--- config.mk ---
export PLATFORM = sky130hd
export DESIGN_NAME = id_stage_hz
export DESIGN_NICKNAME = d
export VERILOG_FILES = /design/src/rtl/id_stage_hz.sv
export SDC_FILE = /design/constraint.sdc
export NUM_CORES = 2
export LEC_CHECK = 0
export BUFFER_PORTS_ARGS = -buffer_cell sky130_fd_sc_hd__buf_4
export CAP_MARGIN = 10
export CORE_ASPECT_RATIO = 0.7
export CORE_UTILIZATION = 60
export CTS_CLUSTER_SIZE = 10
export DETAILED_ROUTE_END_ITERATION = 12
export PLACE_DENSITY = 0.77
export SKIP_LAST_GASP = 1
export SLEW_MARGIN = 20
export SYNTH_ARGS = -nofsm -noshare
export SYNTH_HDL_FRONTEND = slang
export SYNTH_SLANG_ARGS = --single-unit
--- constraint.sdc ---
create_clock -name clk -period 2.8 [get_ports clk]
set_clock_uncertainty 0.05 [all_clocks]
set_input_delay 0.28 -clock clk [delete_from_list [all_inputs] [get_ports clk]]
set_output_delay 0.28 -clock clk [all_outputs]
set_load 0.05 [all_outputs]
--- src/rtl/id_stage_hz.sv ---
// id_stage_hz: instruction-decode stage with register file, WB bypass, load-use stall, flush and HALT latch
//  clk, reset (async, active-low)
//  IF side : if_valid, inst -> id_ready
//  WB side : wb_we, wb_addr, wb_data (register-file write port)
//  EX side : ex_ready -> ex_valid, opcode_2_ex, rs_val_2_ex, rt_val_2_ex, imm_2_ex,
//            dest_2_ex, dest_we_2_ex
//  control : flush, halted
module id_stage_hz #(
  parameter int DATA_W = 32,
  parameter int NREG   = 32,
  parameter int IMM_W  = 16,
  localparam int AW    = $clog2(NREG)
) (
  input  logic              clk,
  input  logic              reset,
  input  logic              if_valid,
  input  logic [31:0]       inst,
  output logic              id_ready,
  input  logic              flush,
  input  logic              wb_we,
  input  logic [AW-1:0]     wb_addr,
  input  logic [DATA_W-1:0] wb_data,
  input  logic              ex_ready,
  output logic              ex_valid,
  output logic [5:0]        opcode_2_ex,
  output logic [DATA_W-1:0] rs_val_2_ex,
  output logic [DATA_W-1:0] rt_val_2_ex,
  output logic [DATA_W-1:0] imm_2_ex,
  output logic [AW-1:0]     dest_2_ex,
  output logic              dest_we_2_ex,
  output logic              halted
);
  typedef enum logic [1:0] {RUN, STALL, HALTED} state_t;
  localparam logic [5:0] OP_LDW  = 6'h0C;
  localparam logic [5:0] OP_STW  = 6'h0D;
  localparam logic [5:0] OP_BZ   = 6'h0E;
  localparam logic [5:0] OP_BEQ  = 6'h0F;
  localparam logic [5:0] OP_JR   = 6'h10;
  localparam logic [5:0] OP_HALT = 6'h11;

  logic [DATA_W-1:0] rf_q [NREG];
  state_t            state_q, state_d;
  logic              ex_valid_q, ex_valid_d;
  logic [5:0]        opc_q, opc_d;
  logic [DATA_W-1:0] rs_val_q, rs_val_d, rt_val_q, rt_val_d, imm_q, imm_d;
  logic [AW-1:0]     dest_q, dest_d;
  logic              dest_we_q, dest_we_d, halted_q, halted_d;

  logic [5:0]        op;
  logic [AW-1:0]     rs_i, rt_i, rd_i, dst;
  logic [DATA_W-1:0] rs_v, rt_v, imm_sx;
  logic              r_type, i_alu, is_ldw, is_halt, nop, wr_class, use_rs, use_rt;
  logic              hz, adv;

  assign op      = inst[31:26];
  assign rs_i    = inst[21 +: AW];
  assign rt_i    = inst[16 +: AW];
  assign rd_i    = inst[11 +: AW];
  assign r_type  = op <= 6'h0A && !op[0];
  assign i_alu   = op <= 6'h0B && op[0];
  assign is_ldw  = op == OP_LDW;
  assign is_halt = op == OP_HALT;
  assign nop     = op > OP_HALT;
  assign wr_class = r_type || i_alu || is_ldw;
  // Non-writing instructions carry dest 0 so EX never sees a stale index.
  assign dst     = !wr_class ? '0 : r_type ? rd_i : rt_i;
  assign use_rt  = r_type || op == OP_STW || op == OP_BEQ;
  assign use_rs  = use_rt || i_alu || is_ldw || op == OP_BZ || op == OP_JR;
  assign imm_sx  = (r_type || nop) ? '0 : DATA_W'($signed(inst[IMM_W-1:0]));

  // Same-cycle WB write-through; R0 is hard zero regardless of writes.
  assign rs_v = rs_i == '0 ? '0 : (wb_we && wb_addr == rs_i) ? wb_data : rf_q[rs_i];
  assign rt_v = rt_i == '0 ? '0 : (wb_we && wb_addr == rt_i) ? wb_data : rf_q[rt_i];

  // dest_we_q already implies dest_q != 0, so R0 sources never trigger a stall.
  assign hz  = if_valid && ex_valid_q && opc_q == OP_LDW && dest_we_q &&
               ((use_rs && dest_q == rs_i) || (use_rt && dest_q == rt_i));
  assign adv = !ex_valid_q || ex_ready;
  assign id_ready = flush || (state_q == RUN && adv && !hz);

  always_comb begin
    state_d    = state_q;
    ex_valid_d = ex_valid_q;
    opc_d      = opc_q;
    rs_val_d   = rs_val_q;
    rt_val_d   = rt_val_q;
    imm_d      = imm_q;
    dest_d     = dest_q;
    dest_we_d  = dest_we_q;
    halted_d   = halted_q;
    if (flush) begin
      ex_valid_d = 1'b0;
      state_d    = state_q == HALTED ? HALTED : RUN;
    end else if (state_q == RUN) begin
      if (if_valid && id_ready) begin
        ex_valid_d = 1'b1;
        opc_d      = op;
        rs_val_d   = rs_v;
        rt_val_d   = rt_v;
        imm_d      = imm_sx;
        dest_d     = dst;
        dest_we_d  = wr_class && dst != '0;
        state_d    = is_halt ? HALTED : RUN;
        halted_d   = halted_q || is_halt;
      end else if (adv) begin
        ex_valid_d = 1'b0;
        state_d    = hz ? STALL : RUN;
      end
    end else begin
      ex_valid_d = adv ? 1'b0 : ex_valid_q;
      state_d    = state_q == STALL ? RUN : state_q;
    end
  end

  always_ff @(posedge clk or negedge reset) begin
    if (!reset) begin
      for (int i = 0; i < NREG; i++) rf_q[i] <= '0;
    end else if (wb_we && wb_addr != '0) begin
      rf_q[wb_addr] <= wb_data;
    end
  end

  always_ff @(posedge clk or negedge reset) begin
    if (!reset) begin
      state_q    <= RUN;
      ex_valid_q <= 1'b0;
      opc_q      <= '0;
      rs_val_q   <= '0;
      rt_val_q   <= '0;
      imm_q      <= '0;
      dest_q     <= '0;
      dest_we_q  <= 1'b0;
      halted_q   <= 1'b0;
    end else begin
      state_q    <= state_d;
      ex_valid_q <= ex_valid_d;
      opc_q      <= opc_d;
      rs_val_q   <= rs_val_d;
      rt_val_q   <= rt_val_d;
      imm_q      <= imm_d;
      dest_q     <= dest_d;
      dest_we_q  <= dest_we_d;
      halted_q   <= halted_d;
    end
  end

  assign ex_valid     = ex_valid_q;
  assign opcode_2_ex  = opc_q;
  assign rs_val_2_ex  = rs_val_q;
  assign rt_val_2_ex  = rt_val_q;
  assign imm_2_ex     = imm_q;
  assign dest_2_ex    = dest_q;
  assign dest_we_2_ex = dest_we_q;
  assign halted       = halted_q;
endmodule

# After elaboration in Yosys (flattened, before gate mapping)
# Index checks and enable logic that the tools add are counted.
classes:
  n_mux: 28
  n_eq_ne: 14
  magnitude_cmp: 7
  reduce_logical: 40
  bitwise_logic: 4
ops:
  columns: ["op", "n"]
  rows:
  - ["$bwmux W1024", 1]
  - ["$bmux W32 S5", 2]
  - ["$mux W32", 10]
  - ["$demux W32 S5", 1]
  - ["$eq A6 B4 Y1 const B", 5]
  - ["$eq A5 B5 Y1", 4]
  - ["$ge A6 B6 Y1 const B", 3]
  - ["$not A5 Y6", 3]
  - ["$logic_and A1 B1 Y1", 16]
  - ["$mux W2", 7]
  - ["$logic_or A1 B1 Y1", 13]
  - ["$eq A6 B5 Y1 const B", 2]
  - ["$le A6 B4 Y1 const B", 2]
  - ["$logic_not A5 Y1", 2]
  - ["$mux W5", 2]
  - ["$reduce_bool A5 Y1", 2]
  - ["$gt A6 B5 Y1 const B", 1]
  - ["$lt A6 B1 Y1 const B", 1]
  - ["$mux W1", 5]
  - ["$ne A4 B3 Y1 const B", 1]
  - ["$logic_not A1 Y1", 3]
  - ["$reduce_and A3 Y1", 1]
  - ["$reduce_bool A3 Y1", 1]
  - ["$eq A2 B1 Y1 const B", 1]
  - ["other kinds (4)", 4]
totals:
  out_inout_bits: 111
  elab_cells: 134
  reg_bits: 1136
  inputBits: 75

# Longest topological paths before layout
logic_depth:
  ltp_word: 18
  ltp_mapped: 11
  ltp_nobuf: 6

# Worst setup path after synthesis
# OpenSTA, ideal clock, no wires.
synth_timing:
  kind: "register -> output"
  startpoint: "reg dest_q[0], in the netlist dest_2_ex[0]"
  endpoint: "out id_ready"
  arrival_ns: 2.177
  stages_incl_launch_ff: 8
  n_path_buf: 2
  t_required_ns: 2.470
  slack_ns: 0.293
  path_cell_list: "dfrtp_1 xor2_1 nor4_1 nand4_1 a211oi_2 buf_4 buf_2 nor2_1"
synth_via:
  elab_chain_cells: 7
  word_cells_on_any_way: 9
  cone_classes: "2 x eq/ne; 7 x reduce/logical"
synth_lines:
  columns: ["item", "line_no", "source"]
  rows:
  - ["from (decl)", "46", "logic [AW-1:0] dest_q, dest_d;"]
  - ["from (signal assigned)", "141", "dest_q <= dest_d;"]
  - ["$eq A5 B5 Y1", "77", "((use_rs && dest_q == rs_i) || (use_rt && dest_q == rt_i));"]
  - ["$logic_and A1 B1 Y1", "77", null]
  - ["$logic_or A1 B1 Y1 (*)", "77", null]
  - ["$logic_and A1 B1 Y1 (*)", "76", "assign hz = if_valid && ex_valid_q && opc_q == OP_LDW && dest_we_q &&"]
  - ["$logic_not A1 Y1 (*)", "79", "assign id_ready = flush || (state_q == RUN && adv && !hz);"]
  - ["$logic_and A1 B1 Y1 (*)", "79", null]
  - ["$logic_or A1 B1 Y1 (*)", "79", null]
  - ["to (decl)", "18", "output logic id_ready,"]
# Mark *: on every way between the ends. The rest lies on a longest branch, timed or not.

# Worst setup path after layout
layout_timing:
  startpoint: "reg dest_q[4], in the netlist dest_2_ex[4]"
  endpoint: "out id_ready"
# The elaborated chain is that of the path after synthesis.

==> summary.md <==
| Metric | Value |
|---|---|
| Gr usage total | 39.5% |
| Sequential share of the synthesized area | roughly half |
| Critical path buffer and inverter count | 2 |
| Synth area leader | dfrtp_1 |
| Antenna violations before repair | 8 |
| Crit-path slowest cell | dfrtp_1 |
| Most frequent cell after synthesis | dfrtp_1 |
| DRC | 0 |
| GPL Wtd Cong | 0.899 |
| Clock share of power | roughly a third |
| Vias in the first global route | approximately 40k |
| P_leak | roughly 29 nW |
| First-pass GRT wire length | between 200000 and 300000 µm |
| Post-synth cell types | 49 |
| Number of flops mapped to enable cells by yosys | 0 |
| Top cell type's share of synthesized area | between 40% and 50% |
| CP Capture Type | output pin |
| CTS tree | done |
| CTS HTree Levels | 4 |
| CTS Sinks | roughly 1.1k |
| Root Buffer | clkbuf_16 |
| Final Non-Filler Cells | roughly 5.3k |
| Most frequent cells after synthesis | 1120 x dfrtp_1, 992 x mux2_2, 460 x mux4_2 |
| Setup repair after global routing missed its margin | true |
| Top FF cell, synth | dfrtp_1 |
| Status | complete, but fails checks |
| Layout cells sized above 1 | between 50% and 60% |
| Vias | a little over 40k |
| Worst-skew pair later-pin latency | between 700 and 800 ps |
| Clock slew at reported path FFs | about 60 ps |
| CP startpoint kind | register |
| Max Fclk | 0.317 GHz |
| DR pass1 iterations | 6 |
| Num CTS Buffers | 130 |
| Ys Warns | 0 |
| Rel. slew slack | slightly above 50% |
| Synth Register Bits | approximately 1.1k |
| Reg power frac | about 46% |
| Final period utilization | 112% |
| WL final | between 150000 and 200000 µm |
| Tmin final | roughly 3100 ps |
| Delay-heaviest family, CP | simple AND/OR/NAND/NOR gates |
| Layout Nets | 4116 |
| Die Width | around 370 µm |
| Hold Vio Cnt, Final | 0 |
| Hold Worst Slack | 24.5 ps |
| Die area | 97300 µm² |
| Switching share of total power | 28.9% |
| DP HPWL | 113000 µm |
| PortBufs | around 190 |
| Placed cell count | 5069 |
| Max cap viols | 0 |
| Initial DRC count | approximately 5.7k |
| Antenna-violating nets left | 0 |
| DR WL/cell | between 30 and 40 µm |
| Peak supply drop | a little under 600 µV |
| Setup CP Type | reg2out |
| P_sw | 13.7 mW |
| Crit-path max cell delay | 420 ps |
| Vias/cell | between 7 and 8 |
| Num rows | 94 |
| Slew Viols, Final | 0 |
| Combinational group share of total power | a little over a fifth |
| Req. time, crit path | roughly 2500 ps |
| Largest net degree at the start of global routing | 107 |
| CORE AREA | between 90000 and 100000 µm² |
| Syn Std Cell Area | about 58000 µm² |
| Ports | 186 |
| HP Class | in2reg |
| Die H | ~260 µm |
| Setup violators final | 77 |
| Synth top area cells | dfrtp_1 49%, mux2_2 19%, mux4_2 18%, mux2i_1 1.9%, o22ai_1 1.8% |
| Crit path DAT | about 2800 ps |
| Worst slew pin tran | 734 ps |
| Bufs on Longest Clock Path | 3 |
| Net Count, Synth | between 3k and 4k |
| Setup ws final | -350 ps |
| Area delta synth->final | 14.7% |
| Cells after Synth | 3863 |
| Violated checks | negative setup slack |
| PD cells | about 710 nW/µm² |
| Synth async-reset ratio | between 90% and 100% |
| Syn_area_per_cell | approximately 15 µm² |
| Initial Util | between 60% and 70% |
| Cell Chain, Critical Path | xor2_1 -> nor4_2 -> nand4_1 -> a211oi_4 -> buf_12 -> nor2_1 -> buf_6 |
| Pint | 33.6 mW |
| Peak fanout along the critical path | 4 |
| Grt ovf | 0 |
-- path summary, 6_finish.rpt --
check	start	end	slack, ps	cells past startpoint
max in group asynchronous	reset	rf_q[939]	1120	4
min in group asynchronous	reset	rf_q[1003]	540	3
setup reg to reg	dest_2_ex[4]	opcode_2_ex[2]	-110	10
hold reg to reg	rf_q[1017]	rf_q[1017]	350	0
setup / recovery	dest_2_ex[4]	id_ready	-350	7
hold / removal	wb_data[15]	rf_q[655]	20	2
-- metal layers --
metal / vias to the layer above / GRT usage (%) / share of wire, %
met5: - / 0 / 0.037
met3: 566 / 14.0 / 13
met4: 8 / 16.3 / 4.2
li1: 15443 / - / -
met2: 2994 / 56.0 / 44
met1: 21347 / 55.8 / 39
-- layout make-up --
class / count / area [µm²]
Multi-Input combinational cell: 2281 / 27700
Clock buffer: 139 / 3380
Sequential cell: 1120 / 28000
Timing Repair Buffer: 506 / 5220
Fill cell: 6179 / 28500
Inverter: 2 / 7.51
Tap cell: 1248 / 1560
Antenna cell: 6 / 15.0
Clock inverter: 12 / 164
-- power by group through the flow --
stage	registers, mW	clock network, mW	logic (mW)
2_1_floorplan	21.8	0	6.69
4_1_cts	21.7	15.3	10.1
5_1_grt	22.1	15.9	10.8
6_report	21.8	15.2	10.2
3_5_place_dp	21.9	0	9.96
3_3_place_gp	21.7	0	9.69
-- state kept, by name (all words and copies together) (netlist names) --
signal        flops
halted            1
dest_we_2_ex      1
rt_val_2_ex      32
rf_q           1024
rs_val_2_ex      32
dest_2_ex         5
state_q           2
imm_2_ex         16
opcode_2_ex       6
ex_valid          1
-- placed cells by master (no fill, tap or decap), types with 7 or more instances in the layout --
master            n
buf_12           88
o211ai_1         11
mux4_2          460
nand2_1          23
nand4_1          12
or4_1            42
dfrtp_1        1120
nand3b_1          9
dlygate4sd3_1    73
a21oi_1          28
o22ai_1         168
a22oi_1          14
nand2_2          18
xor2_1           16
nor4_1           13
mux2i_1         109
nor3_1           35
mux2_2          992
nand3_1          10
mux2_1            7
o221ai_1         43
nor2_4           17
nor2_1           14
clkbuf_16       135
a211oi_1         37
o21ai_0          50
nor3b_1          16
buf_4           333
a22o_1           30
a221o_1          54
-- logic make-up after synthesis --
group | synth area share (%)
AOI/OAI and AO/OA | 5.59
xor gates and xnor gates | 0.319
buffers and inverters | 3.67
DFF | 48.7
muxes | 39.4
and+or+nand+nor | 2.36
-- metrics by stage --
stage	setup TNS (ps)	utilization, %	worst slack (ps)	area [µm²]	power, mW
floorplan	0	-	293	57600	28.5
global placement	0	65.1	164	61600	31.4
detailed placement	0	65.1	79.2	61600	31.8
CTS	-214	69.7	-214	65900	47.0
global route	-10770	69.9	-432	66100	48.8
finish	-3310	69.9	-350	66100	47.2
-- repair_timing --
item	4_1_cts	5_1_grt
endpoints found under the setup margin	1	62
hold buffers	73	0
buffers inserted	5	7
gates resized for setup	2	6
gates cloned	2	1
pin swaps	4	4
hold endpoints to repair	1325	0
Power figures use the tool's default switching activity.
